$ cat config.mk
export PLATFORM = sky130hd
export DESIGN_NAME = seg7_scan_driver
export DESIGN_NICKNAME = d
export VERILOG_FILES = /design/src/rtl/seg7_pkg.sv /design/src/rtl/bcd_to_seg7.sv /design/src/rtl/seg7_scan_driver.sv
export SDC_FILE = /design/constraint.sdc
export NUM_CORES = 1
export LEC_CHECK = 0
export ABC_AREA = 1
export ABC_CLOCK_PERIOD_IN_PS = 2700
export BUFFER_PORTS_ARGS = -buffer_cell sky130_fd_sc_hd__buf_2
export CAP_MARGIN = 25
export CORE_MARGIN = 2
export CORE_UTILIZATION = 48
export DETAILED_ROUTE_END_ITERATION = 12
export GPL_TIMING_DRIVEN = 1
export PLACE_DENSITY = 0.76
export RECOVER_POWER = 100
export SYNTH_ARGS = -nofsm -noshare
export SYNTH_HDL_FRONTEND = slang
export SYNTH_SLANG_ARGS = --single-unit
$ cat constraint.sdc
create_clock -name clk -period 2.7 [get_ports clk]
set_input_delay 0.27 -clock clk [delete_from_list [all_inputs] [get_ports clk]]
set_output_delay 0.27 -clock clk [all_outputs]
set_load 0.01 [all_outputs]
$ cat src/rtl/seg7_pkg.sv
// Shared types and active-high segment constants for the 7-segment scan driver.
package seg7_pkg;

    typedef logic [3:0] bcd_t;

    // Segment order {g,f,e,d,c,b,a}
    localparam logic [6:0] SEG_0     = 7'h3F;
    localparam logic [6:0] SEG_1     = 7'h06;
    localparam logic [6:0] SEG_2     = 7'h5B;
    localparam logic [6:0] SEG_3     = 7'h4F;
    localparam logic [6:0] SEG_4     = 7'h66;
    localparam logic [6:0] SEG_5     = 7'h6D;
    localparam logic [6:0] SEG_6     = 7'h7D;
    localparam logic [6:0] SEG_7     = 7'h07;
    localparam logic [6:0] SEG_8     = 7'h7F;
    localparam logic [6:0] SEG_9     = 7'h6F;
    localparam logic [6:0] SEG_DASH  = 7'h40;
    localparam logic [6:0] SEG_BLANK = 7'h00;

endpackage

$ cat src/rtl/bcd_to_seg7.sv
// Combinational BCD to active-high 7-segment decoder; codes 10..15 show a dash.
module bcd_to_seg7
    import seg7_pkg::*;
(
    input  bcd_t       digit,
    output logic [6:0] seg_c
);

    always_comb begin
        seg_c = SEG_DASH;
        case (digit)
            4'd0:    seg_c = SEG_0;
            4'd1:    seg_c = SEG_1;
            4'd2:    seg_c = SEG_2;
            4'd3:    seg_c = SEG_3;
            4'd4:    seg_c = SEG_4;
            4'd5:    seg_c = SEG_5;
            4'd6:    seg_c = SEG_6;
            4'd7:    seg_c = SEG_7;
            4'd8:    seg_c = SEG_8;
            4'd9:    seg_c = SEG_9;
            default: seg_c = SEG_DASH;
        endcase
    end

endmodule

$ cat src/rtl/seg7_scan_driver.sv
// Time-multiplexed 7-segment driver with a load-strobed shadow of the BCD digits.
// Optional leading-zero blanking: define SEG7_LEAD_ZERO_BLANK_EN.
module seg7_scan_driver
    import seg7_pkg::*;
#(
    parameter int unsigned DIGITS       = 4,
    parameter int unsigned REFRESH_DIV  = 50000,
    parameter int unsigned COMMON_ANODE = 1
) (
    input  logic                                           clk,
    input  logic                                           rst,
    input  logic [4*DIGITS-1:0]                            bcd_in,
    input  logic                                           load,
    output logic [6:0]                                     seg,
    output logic [DIGITS-1:0]                              an,
    output logic [((DIGITS > 1) ? $clog2(DIGITS) : 1)-1:0] digit_idx
);

    localparam int unsigned IDX_W  = (DIGITS > 1) ? $clog2(DIGITS) : 1;
    localparam int unsigned CNT_W  = $clog2(REFRESH_DIV);
    localparam bit          INVERT = (COMMON_ANODE != 0);

    localparam logic [6:0]        SEG_OFF = INVERT ? 7'h7F : 7'h00;
    localparam logic [DIGITS-1:0] AN_OFF  = INVERT ? {DIGITS{1'b1}} : {DIGITS{1'b0}};

    logic [4*DIGITS-1:0] shadow_q;
    logic [4*DIGITS-1:0] shadow_d;
    logic [CNT_W-1:0]    cnt_q;
    logic [CNT_W-1:0]    cnt_d;
    logic [IDX_W-1:0]    idx_d;
    logic [6:0]          seg_d;
    logic [DIGITS-1:0]   an_d;
    logic [DIGITS-1:0]   blank_mask;
    logic                wrap;
    bcd_t                cur_digit;
    logic                cur_blank;
    logic [6:0]          dec_seg;

`ifdef SEG7_LEAD_ZERO_BLANK_EN
    logic zero_above;

    // Blank every digit whose own value and all higher digits are zero; digit 0 never blanks
    always_comb begin
        blank_mask = '0;
        zero_above = 1'b1;
        for (int k = int'(DIGITS) - 1; k >= 1; k--) begin
            zero_above    = zero_above && (shadow_q[4*k +: 4] == 4'd0);
            blank_mask[k] = zero_above;
        end
    end
`else
    assign blank_mask = '0;
`endif

    // Select the shadow digit addressed by the current scan index
    always_comb begin
        cur_digit = '0;
        cur_blank = 1'b0;
        for (int k = 0; k < int'(DIGITS); k++) begin
            if (digit_idx == IDX_W'(k)) begin
                cur_digit = shadow_q[4*k +: 4];
                cur_blank = blank_mask[k];
            end
        end
    end

    bcd_to_seg7 u_dec (
        .digit (cur_digit),
        .seg_c (dec_seg)
    );

    // Next-state: refresh counter, scan index, shadow capture and output patterns
    always_comb begin
        wrap     = (cnt_q == CNT_W'(REFRESH_DIV - 1));
        cnt_d    = wrap ? '0 : cnt_q + CNT_W'(1);
        idx_d    = digit_idx;
        shadow_d = load ? bcd_in : shadow_q;
        seg_d    = cur_blank ? SEG_BLANK : dec_seg;
        an_d     = '0;
        if (wrap) begin
            idx_d = (digit_idx == IDX_W'(DIGITS - 1)) ? '0 : digit_idx + IDX_W'(1);
        end
        for (int k = 0; k < int'(DIGITS); k++) begin
            an_d[k] = (digit_idx == IDX_W'(k));
        end
        if (INVERT) begin
            seg_d = ~seg_d;
            an_d  = ~an_d;
        end
    end

    always_ff @(posedge clk) begin
        if (rst) begin
            shadow_q  <= '0;
            cnt_q     <= '0;
            digit_idx <= '0;
            seg       <= SEG_OFF;
            an        <= AN_OFF;
        end else begin
            shadow_q  <= shadow_d;
            cnt_q     <= cnt_d;
            digit_idx <= idx_d;
            seg       <= seg_d;
            an        <= an_d;
        end
    end

endmodule

==> results.txt <==
Initial antenna violation count: 0. In this run the tightest slew margin relative to its limit is 52.7%. The CTS sink count came out at 45. The run gives 0.30 ns as the clock insertion delay at the later pin of the skew report. The distinct cell type count after synthesis was 29.

STA puts the critical path data arrival time at 2.33 ns. Of all nets on the critical path, the largest fanout is 6. For the finished layout, the period the worst path requires is 2.17 ns.

When the netlist entered floorplanning its net count stood at 310. Derived from the worst setup path, the maximum achievable clock frequency is 0.461 GHz. The run gives 42.7% as the register area share after synthesis. TritonCTS built the clock tree. The internal portion of the total power is 0.969 mW. For the DRC violation count after routing, the log shows 0.

Number of global-route vias before repair: 1654. The area added between synthesis and finish came out at 11.1%. The leading area contributor after synthesis was sky130_fd_sc_hd__dfxtp_1.

The logs give 24 for the row count and 0.303 mW for the net switching power figure. Dividing the detail-routed via count by the number of cells gives 4.86. The startpoint of the worst-slack reg-to-reg timing path was digit_idx[0].

Power spread over the standard cell area amounts to 542 nW/um^2. The logs give 0 for the number of gates given a new drive strength after cts and 0 for the count of yosys warnings during synthesis. Final worst-path cycle share: 80.4%. The tools report the iteration-0 DRC count of the detailed router as 118. In this run the critical register-to-register path is captured at seg[3]. Summed over all cells, the static leakage comes to 0.970 nW.

In this run the tool buffered the top-level ports with 31 buffer cells. The sink of the worst hold path was shadow_q[9]. Once placement completed, the tool counted placed cells totaling 358. The worst hold path class was in -> reg. The logs give 7110 um for the wire length of the first global-routing pass and 2 for the buffer depth of the longest clock path.

The final number of setup-violating endpoints is 0. Setup repair after global routing left no endpoint under its margin. STA classifies the critical path endpoint as a register. The flow ran to the end, and the final reports show no timing, DRC or antenna violations. The run gives 5 as the detailed-router iteration count before antenna repair.

The startpoint type of the worst setup path was a register. The detailed placer's ending HPWL was 2880 um; the net count reported at finish was 342. The number of max-slew violations in the final report is 0, and the die width is 70.3 um. In this run the remaining antenna-violating nets after routing total 0. The worst setup path is of the reg -> reg kind. Actual transition at the worst max-transition pin: 0.709 ns. The largest net degree at the start of global routing is 28.

The share of synthesized area in the top cell type comes to 42.7%. Chip height: 70.3 um. The detailed-route wire length per cell was 11.0 um; the level count of the clock H-tree was 2. In the final layout, the share of cells above drive strength 1 is 13.7%. OpenSTA, run right after detailed placement, puts the worst setup slack at 0.559 ns. 0 antenna diodes ended up in the layout. For this run the aggregate overflow at the end of global routing stands at 0.

The via count of the routed design came out at 1778. The run gives 4290 um^2 as the area of the core region. The initial utilization of the core area, before any placement, comes to 49.2%.

The total of flip-flops plus latches after synthesis was 45. For the total count of hold-check failures in the final report, the log shows 0. The summed instance area of the synthesized netlist was 2110 um^2. The worst path meets setup with 0.531 ns of slack.

The placer congestion estimate was 0.846. The number of clock buffers added by TritonCTS is 5. The commonest non-fill, non-tap cell in the layout was sky130_fd_sc_hd__nand2_1. For this design the top-level I/O count stands at 32.

Worst clock skew: 0.00775 ns. In the post-synthesis netlist, the biggest area contributors are sky130_fd_sc_hd__dfxtp_1 (43%), sky130_fd_sc_hd__nand2_1 (8.4%), sky130_fd_sc_hd__nor2_1 (7.6%). Across all register-to-register paths, the minimum setup slack is 0.53 ns. Across the VDD grid, the largest voltage drop is 0.231 mV. Excluding fillers, the count of instances in the completed layout stands at 366.

In the synthesized netlist, the number of instances is 281. The finished cells cover 2350 um^2. Per report_power, the clock group accounts for 35.4% of the total. The worst hold path stage count came out at 3.

The required time at the worst-slack endpoint is 2.86 ns. For the final routed database, the setup TNS stands at 0 ns. The worst hold path begins at bcd_in[9]. Aggregate global-route resource usage: 17.8%. The net switching share of the total power is 23.8%, and the number of buffers added for setup after CTS is 0.

The total wire length after detailed routing is 4010 um. In the layout the commonest cells are sky130_fd_sc_hd__nand2_1 (49), sky130_fd_sc_hd__nor2_1 (45), sky130_fd_sc_hd__dfxtp_1 (45). The cell sitting at the root of the clock tree is a sky130_fd_sc_hd__clkbuf_8. The share of total power dissipated in sequential elements is 55.7%. The worst register-to-register path has a depth of 11.

The tools report the post-place instance area as 2290 um^2. After clock tree synthesis, the clock-pin slew on the worst setup and hold paths is 0.08 ns. Hold repair after CTS inserted 0 buffers.

The tools report the combinational cell fraction of total power as 9.0%. The floorplan step defined a die boundary enclosing 4950 um^2. The count of max-cap constraint violations was 0; the synthesized area per cell was 7.52 um^2.
cell usage after synthesis:
cell type,instances
sky130_fd_sc_hd__a21boi_1,1
sky130_fd_sc_hd__a21oi_1,15
sky130_fd_sc_hd__a21oi_2,3
sky130_fd_sc_hd__buf_12,1
sky130_fd_sc_hd__buf_2,1
sky130_fd_sc_hd__clkbuf_1,4
sky130_fd_sc_hd__clkinv_1,1
sky130_fd_sc_hd__dfxtp_1,45
sky130_fd_sc_hd__ha_1,10
sky130_fd_sc_hd__inv_1,30
sky130_fd_sc_hd__inv_2,4
sky130_fd_sc_hd__nand2_1,47
sky130_fd_sc_hd__nand2_2,4
sky130_fd_sc_hd__nand2_4,2
sky130_fd_sc_hd__nand3_1,27
sky130_fd_sc_hd__nand3_2,2
sky130_fd_sc_hd__nand4_1,6
sky130_fd_sc_hd__nor2_1,43
sky130_fd_sc_hd__nor2_2,5
sky130_fd_sc_hd__nor2_4,2
sky130_fd_sc_hd__nor3_1,3
sky130_fd_sc_hd__nor3_2,1
sky130_fd_sc_hd__nor3_4,1
sky130_fd_sc_hd__nor3b_1,1
sky130_fd_sc_hd__o21ai_0,17
sky130_fd_sc_hd__o21ai_1,1
sky130_fd_sc_hd__o21ai_2,1
sky130_fd_sc_hd__xnor2_1,1
sky130_fd_sc_hd__xor2_1,2
worst max-delay path by stage:
| stage | depth (start not counted) | start | endpoint | slack (ns) |
|---|---|---|---|---|
| 2_1_floorplan | 11 | digit_idx[0] | seg[0] | 0.79 |
| 3_3_place_gp | 11 | digit_idx[0] | seg[3] | 0.72 |
| 3_5_place_dp | 11 | digit_idx[0] | seg[0] | 0.56 |
| 4_1_cts | 11 | digit_idx[0] | seg[3] | 0.56 |
| 5_1_grt | 11 | digit_idx[0] | seg[0] | 0.32 |
| 6_report | 11 | digit_idx[0] | seg[3] | 0.53 |
state kept, by name, indices dropped and copies added (netlist names):
| register | cells |
|---|---|
| an | 4 |
| cnt_q | 16 |
| digit_idx | 2 |
| seg | 7 |
| shadow_q | 16 |
per-stage QoR:
stage	power (mW)	utilization (%)	hold slack (ns)
finish	1.27	54.7	0.185
global route	1.34	54.7	0.176
CTS	1.29	55.7	0.179
detailed placement	0.842	53.4	0.460
global placement	0.840	53.4	0.442
floorplan	0.804	-	0.339
metal layers:
| metal | routed length, um | track usage (%) | vias up |
|---|---|---|---|
| met5 | 0 | 0 | - |
| met4 | 75 | 6.84 | 0 |
| met3 | 189 | 5.92 | 7 |
| met2 | 1720 | 27.5 | 40 |
| met1 | 2030 | 23.0 | 770 |
| li1 | - | - | 961 |
worst max-delay path, stage by stage (launching register included):
cell                       delay (ns)
sky130_fd_sc_hd__dfxtp_1         0.43
sky130_fd_sc_hd__inv_1           0.10
sky130_fd_sc_hd__ha_1            0.29
sky130_fd_sc_hd__a21oi_1         0.14
sky130_fd_sc_hd__nand2_1         0.06
sky130_fd_sc_hd__a21boi_1        0.37
sky130_fd_sc_hd__inv_1           0.14
sky130_fd_sc_hd__ha_1            0.22
sky130_fd_sc_hd__inv_1           0.05
sky130_fd_sc_hd__nand3_1         0.08
sky130_fd_sc_hd__nand3_1         0.09
sky130_fd_sc_hd__nand3_1         0.07
kinds of logic (layout without fill, tap and decap cells):
kind of cell	Yosys count	in the layout	share of synthesized area (%)
simple gates	144	144	32.2
xor+xnor	3	3	1.24
flops	45	45	42.7
compound gates	38	38	9.83
buf+inv	41	74	8.12
fa+ha+maj	10	10	5.92
power groups by stage:
stage               clock network (mW)  logic [mW]  registers [mW]
floorplan                            0      0.0763           0.727
global placement                     0       0.117           0.724
detailed placement                   0       0.119           0.723
CTS                              0.463       0.120           0.708
global route                     0.493       0.131           0.712
finish                           0.450       0.114           0.708
cell type report:
type / instances / area [um^2]
Fill cell: 417 / 1950
Multi-Input combinational cell: 195 / 1010
Sequential cell: 45 / 901
Timing Repair Buffer: 31 / 136
Inverter: 35 / 131
Clock buffer: 7 / 96.3
Tap cell: 52 / 65.1
Clock inverter: 1 / 5.00
(Power assumes the default switching activity.)
